==> config.mk <==
export PLATFORM = sky130hd
export DESIGN_NAME = out_demux_1x2
export DESIGN_NICKNAME = d
export VERILOG_FILES = /design/src/rtl/datapath_pkg.sv /design/src/rtl/out_demux_1x2_sync_fifo.sv /design/src/rtl/out_demux_1x2.sv
export SDC_FILE = /design/constraint.sdc
export NUM_CORES = 1
export LEC_CHECK = 0
export ABC_AREA = 1
export BUFFER_PORTS_ARGS = -buffer_cell sky130_fd_sc_hd__buf_4
export CAP_MARGIN = 5
export CORE_UTILIZATION = 30
export DETAILED_ROUTE_END_ITERATION = 6
export PLACE_DENSITY_LB_ADDON = 0.3
export SLEW_MARGIN = 5
export SYNTH_ARGS = -nofsm -noshare
export SYNTH_HDL_FRONTEND = slang
export SYNTH_SLANG_ARGS = --single-unit
==> constraint.sdc <==
create_clock -name clk -period 3.9 [get_ports clk]
set_input_delay 0.78 -clock clk [delete_from_list [all_inputs] [get_ports clk]]
set_output_delay 0.78 -clock clk [all_outputs]
set_load 0.05 [all_outputs]
==> src/rtl/datapath_pkg.sv <==
// Shared datapath definitions: word width, word type and destination-select codes.
package datapath_pkg;

    localparam int DATA_WIDTH = 11;

    typedef logic [DATA_WIDTH-1:0] word_t;

    localparam logic SEL_DMEM = 1'b0;
    localparam logic SEL_EXT  = 1'b1;

endpackage : datapath_pkg

==> src/rtl/out_demux_1x2_sync_fifo.sv <==
// Synchronous FIFO with extra-bit pointers; head word is shown directly, zero when empty.
module sync_fifo #(
    parameter int DATA_WIDTH = 11,
    parameter int DEPTH      = 4
) (
    input  logic                        clk,
    input  logic                        rst_n,
    input  logic                        push,
    input  logic [DATA_WIDTH-1:0]       push_data,
    input  logic                        pop,
    output logic [DATA_WIDTH-1:0]       pop_data,
    output logic                        full,
    output logic                        empty,
    output logic [$clog2(DEPTH):0]      count
);

    localparam int AW = $clog2(DEPTH);
    localparam int CW = AW + 1;

    logic [DATA_WIDTH-1:0] mem [DEPTH];
    logic [AW:0]           wr_ptr;
    logic [AW:0]           rd_ptr;
    logic                  do_push;
    logic                  do_pop;

    // The extra pointer MSB separates full from empty; the difference wraps mod 2*DEPTH.
    assign count    = wr_ptr - rd_ptr;
    assign empty    = (wr_ptr == rd_ptr);
    assign full     = (count == CW'(DEPTH));
    assign do_push  = push && !full;
    assign do_pop   = pop && !empty;
    assign pop_data = empty ? '0 : mem[rd_ptr[AW-1:0]];

    always_ff @(posedge clk or negedge rst_n) begin
        if (!rst_n) begin
            wr_ptr <= '0;
            rd_ptr <= '0;
        end else begin
            if (do_push) wr_ptr <= wr_ptr + 1'b1;
            if (do_pop)  rd_ptr <= rd_ptr + 1'b1;
        end
    end

    // Storage carries no reset; stale entries are masked by the empty check.
    always_ff @(posedge clk) begin
        if (do_push) mem[wr_ptr[AW-1:0]] <= push_data;
    end

endmodule : sync_fifo

==> src/rtl/out_demux_1x2.sv <==
// Routes each accepted result word to the data-memory write port or the external output FIFO.
module out_demux_1x2
    import datapath_pkg::*;
#(
    parameter int DATA_WIDTH = datapath_pkg::DATA_WIDTH,
    parameter int DEPTH      = 4
) (
    input  logic                       clk,
    input  logic                       rst_n,
    input  logic [DATA_WIDTH-1:0]      in_data,
    input  logic                       in_valid,
    input  logic                       select_1x2,
    output logic                       in_ready,
    output logic [DATA_WIDTH-1:0]      dm_data_out,
    output logic                       dm_write,
    output logic [DATA_WIDTH-1:0]      ext_out,
    output logic                       ext_valid,
    input  logic                       ext_ready,
    output logic [$clog2(DEPTH):0]     fifo_count
);

    logic fifo_full;
    logic fifo_empty;
    logic accept;
    logic push_ext;
    logic push_dmem;
    logic pop_ext;

    // A full FIFO refuses input even when a pop frees a slot this same cycle.
    assign in_ready  = (select_1x2 == SEL_DMEM) ? 1'b1 : !fifo_full;
    assign accept    = in_valid && in_ready;
    assign push_ext  = accept && (select_1x2 == SEL_EXT);
    assign push_dmem = accept && (select_1x2 == SEL_DMEM);
    assign ext_valid = !fifo_empty;
    assign pop_ext   = ext_valid && ext_ready;

    always_ff @(posedge clk or negedge rst_n) begin
        if (!rst_n) begin
            dm_write    <= 1'b0;
            dm_data_out <= '0;
        end else begin
            dm_write <= push_dmem;
            if (push_dmem) dm_data_out <= in_data;
        end
    end

    sync_fifo #(
        .DATA_WIDTH (DATA_WIDTH),
        .DEPTH      (DEPTH)
    ) u_ext_fifo (
        .clk       (clk),
        .rst_n     (rst_n),
        .push      (push_ext),
        .push_data (in_data),
        .pop       (pop_ext),
        .pop_data  (ext_out),
        .full      (fifo_full),
        .empty     (fifo_empty),
        .count     (fifo_count)
    );

endmodule : out_demux_1x2

Word level (Yosys, flattened, before mapping)
Memory sizes are Yosys's and may differ from the RTL's.
Cells that the tools add are included.
{"block": "op_classes", "add_sub_neg": 3, "n_eq_ne": 2, "mux": 4, "n_bitwise": 1, "reduce_logical": 8}
{"operator": "2-to-1 mux 11 bit", "n": 1}
{"operator": "adder 3 x 1 -> 3 bit, second input constant", "n": 2}
{"operator": "logical AND 1 bit", "n": 6}
{"operator": "equality test 3 bit", "n": 1}
{"operator": "equality test 3 bit, second input constant", "n": 1}
{"operator": "2-to-1 mux 1 bit", "n": 3}
{"operator": "subtractor 3 bit", "n": 1}
{"operator": "logical NOT 1 bit", "n": 2}
{"operator": "NOT 1 bit", "n": 1}
{"block": "word_totals", "ff_bits": 18, "mem_bits_rw": 44, "out_inout_bits": 28, "word_cells": 23, "memories": 1}
{"memory": "u_ext_fifo.mem", "words": 4, "word_bits": 11, "rd": 1, "rd_ports_with_merged_regs": 0, "wr": 1, "line": "out_demux_1x2_sync_fifo.sv:20", "source": "logic [DATA_WIDTH-1:0] mem [DEPTH];"}

Logic depth before layout (Yosys ltp)
{"block": "logic_depth", "depth_word": 9, "depth_mapped": 9, "depth_no_buf": 9}

Modules after synthesis
From an unflattened synthesis, not the netlist that was laid out.
{"block": "hier_totals", "cells_unflattened": 252, "area_unflattened_um2": 2763.9}
{"mod": "sync_fifo", "n_inst": 1, "cells_each": 194, "area_each_um2": 2237.1, "seq_area_each_um2": 1471.4}
{"mod": "out_demux_1x2", "n_inst": 1, "cells_each": 58, "area_each_um2": 526.8, "seq_area_each_um2": 300.3}

Worst setup path after synthesis
OpenSTA, ideal clock, no wires.
{"block": "synth_timing", "kind": "flip-flop to output port", "start": "register u_ext_fifo.rd_ptr[1]", "end": "output ext_out[0]", "arrival_ns": 2.177, "required_ns": 3.120, "slack_ns": 0.943, "stages_incl_launch_ff": 8, "n_path_buf": 2, "path_cell_list": "dfrtp_1 > inv_1 > buf_2 > ha_1 > nand4_4 > inv_2 > buf_6 > a21oi_1"}
{"block": "synth_between", "elab_chain_len": 2}
{"element": "from (decl)", "line": "out_demux_1x2_sync_fifo.sv:22", "source": "logic [AW:0] rd_ptr;"}
{"element": "from (signal assigned)", "line": "out_demux_1x2_sync_fifo.sv:40", "source": "if (do_pop) rd_ptr <= rd_ptr + 1'b1;"}
{"element": "memory (4 x 11 bit) / equality test 3 bit (equally long branches)"}
{"element": "2-to-1 mux 11 bit *", "line": "out_demux_1x2_sync_fifo.sv:32", "source": "assign pop_data = empty ? '0 : mem[rd_ptr[AW-1:0]];"}
{"element": "to (decl)", "line": "out_demux_1x2.sv:16", "source": "output logic [DATA_WIDTH-1:0] ext_out,"}
Mark *: on every way between the ends. The rest lies on a longest branch, timed or not.

Worst setup path in the final report
{"block": "layout_timing", "start": "register u_ext_fifo.rd_ptr[0]", "end": "output in_ready"}
{"block": "layout_between", "elab_chain_len": 4}
{"element": "subtractor 3 bit", "line": "out_demux_1x2_sync_fifo.sv:27", "source": "assign count = wr_ptr - rd_ptr;"}
{"element": "equality test 3 bit", "line": "out_demux_1x2_sync_fifo.sv:29", "source": "assign full = (count == CW'(DEPTH));"}
{"element": "logical NOT 1 bit", "line": "out_demux_1x2.sv:30", "source": "assign in_ready = (select_1x2 == SEL_DMEM) ? 1'b1 : !fifo_full;"}
{"element": "2-to-1 mux 1 bit", "line": "out_demux_1x2.sv:30"}
{"element": "to (decl)", "line": "out_demux_1x2.sv:13", "source": "output logic in_ready,"}
Every way passes these cells.

==> flow_summary.ini <==
[setup_path]
crit_slowest_cell = fa_1
crit_top_cell = buf_4
r2r-start = u_ext_fifo.rd_ptr[0]
worstPathRequired_ps = 3120
critical_path_class = reg -> out
reg2reg_depth = 7
start_kind = flip-flop
cp_top_family = adder cells
crit_buf_inv = 2
path_max_fanout = 26
critical-path-max-stage-delay_ps = 380
timing.reg2reg.setup_slack_ps = 1170
worstPathCellList = buf_4 > ha_1 > fa_1 > nand3b_2 > and2_2 > nand3_1 > buf_4
r2r-end = u_ext_fifo.mem[0][2]
worstSetupEndpointType = primary output
crit_arrival_ps = 2250

[placement]
numPortBuffers = 43
hpwl_um = 4010
dp_slack_ps = 1160
gp_congestion = 0.736

[run_status]
outcome = completed

[layout]
nets = 318
drive_above_1_share = 0.251
final_common_cell = nor2_1
mostFrequentLayoutCells = 49 x nor2_1, 48 x nand2_1, 48 x buf_4
diodes = 0
multi_input_area_um2 = 782
final-seq-area_mm2 = 0.00177
area_growth_pct = 22.8
fillers = 895

[synth]
async_flop_share = 0.290
synth_area_mm2 = 0.00268
ys.flop_type = edfxtp_1
synth-warning-count = 0
synth_edf_count = 44
ys_ff_latch = 62
syn_nets = 268
synth_area_per_cell_um2 = 11.0
ys_seq_area_frac = 0.661
syn_inst = 244
yosysUniqueCellTypes = 23

[clocking]
clock_sinks = 62
clk_pin_slew_worst_paths_ps = 80
htreeDepth = 3
postCtsSetupRepairBufs = 0
hold_buffers = 0
cts-root-buf = clkbuf_8
clk_latency_ps = 330
clock_path_buffers = 2
cts_made_buffers = 9
ctsResizeCount = 0
cts_tree = built

[flow_run]
max_cap_viol_count = 0

[die]
die_x_um = 96.5
start_util = 0.309
core_region_area_mm2 = 0.00868
rows = 34
die_h_um = 96.5
dieArea_mm2 = 0.00932
ios = 44

[global_routing]
antenna_found_initial = 0
overflow = 0
grt_pass1_vias = 1831
grt_max_degree = 27
track_usage = 0.139
grt_pass1_wl_um = 9380

[sta]
tightest_slew_ps = 940
clock.fmax_mhz = 330
setup_viol = 0
rsz0062_at_grt = false
report.final.slew_viol_count = 0
relSlewSlack = 0.371
tns_ps = 0
final.min_clock_period_ps = 3030
hold_violations = 0
fin_ws_ps = 868
finalClockSkew_ps = 5.98
period_share = 0.777

[routing]
antenna_left = 0
dr.pass1.iters = 4
route.detailed.drc = 0
wl_per_cell_um = 14.0
routed_via_density = 4.46
drt-total-wl_um = 5700
vias = 1815
drtIter0Drc = 101

[hold_path]
min_path_type = in -> async
## metal layers
layer | part of all wire | vias to the layer above | GRT usage
li1 | - | 906 | -
met1 | 0.48 | 860 | 0.192
met2 | 0.46 | 39 | 0.210
met3 | 0.042 | 10 | 0.0282
met4 | 0.020 | 0 | 0.0662
met5 | 0 | - | 0
## sequential cells by signal, summed over array words and instances (netlist names)
register           cells
dm_data_out           11
dm_write               1
u_ext_fifo.mem        44
u_ext_fifo.rd_ptr      3
u_ext_fifo.wr_ptr      3
## synth_stat cells, drive strengths merged, types with 7 or more instances
cell	number	share of area
ha	7	0.033
nand2	52	0.078
o21ai	23	0.043
edfxtp	44	0.49
nand3	8	0.020
buf	8	0.022
inv	17	0.024
nor2	49	0.069
a21oi	11	0.021
dfrtp	18	0.17
## worst register-to-register path: cells and delay by family (launching register included)
family,cells,cell delay [ps]
simple gates,4,1150
fa+ha+maj,2,630
flops,1,360
buf+inv,1,220
## logic make-up (layout without fill, tap and decap cells)
| kind of cell | after synthesis | after routing | synth area share |
|---|---|---|---|
| xor gates and xnor gates | 2 | 2 | 0.00653 |
| and+or+nand+nor | 112 | 112 | 0.182 |
| adders and majority gates | 8 | 8 | 0.0401 |
| DFF | 62 | 62 | 0.661 |
| buffers and inverters | 26 | 81 | 0.0476 |
| AOI/OAI and AO/OA | 34 | 34 | 0.0635 |
## worst max-delay path by stage
stage	cells after the start	start	to	slack (ps)
3_5_place_dp	7	u_ext_fifo.rd_ptr[0]	u_ext_fifo.mem[0][6]	1160
6_report	7	u_ext_fifo.rd_ptr[0]	in_ready	870
3_3_place_gp	7	u_ext_fifo.rd_ptr[0]	u_ext_fifo.mem[0][2]	1240
2_1_floorplan	7	u_ext_fifo.rd_ptr[1]	ext_out[0]	940
4_1_cts	7	u_ext_fifo.rd_ptr[0]	in_ready	840
5_1_grt	7	u_ext_fifo.rd_ptr[0]	in_ready	770
## final cells by class
class                   count  share of cell area
clock inverters             7              0.0171
multi-input cells         156               0.237
clock buffers               9              0.0376
repair buffers             48               0.109
flip-flops and latches     62               0.538
well taps                 108              0.0410
inverters                  17              0.0194
## stage by stage
stage	cells	instance area (µm²)	hold WS [ps]	util
3_5_place_dp	391	3110	460	0.359
2_1_floorplan	244	2680	484	-
5_1_grt	407	3290	308	0.379
6_report	407	3290	308	0.379
3_3_place_gp	391	3110	459	0.359
4_1_cts	407	3290	303	0.379
Power is not shown: default switching activity piles up to over one toggle a cycle in this logic, so the estimate is an artifact.
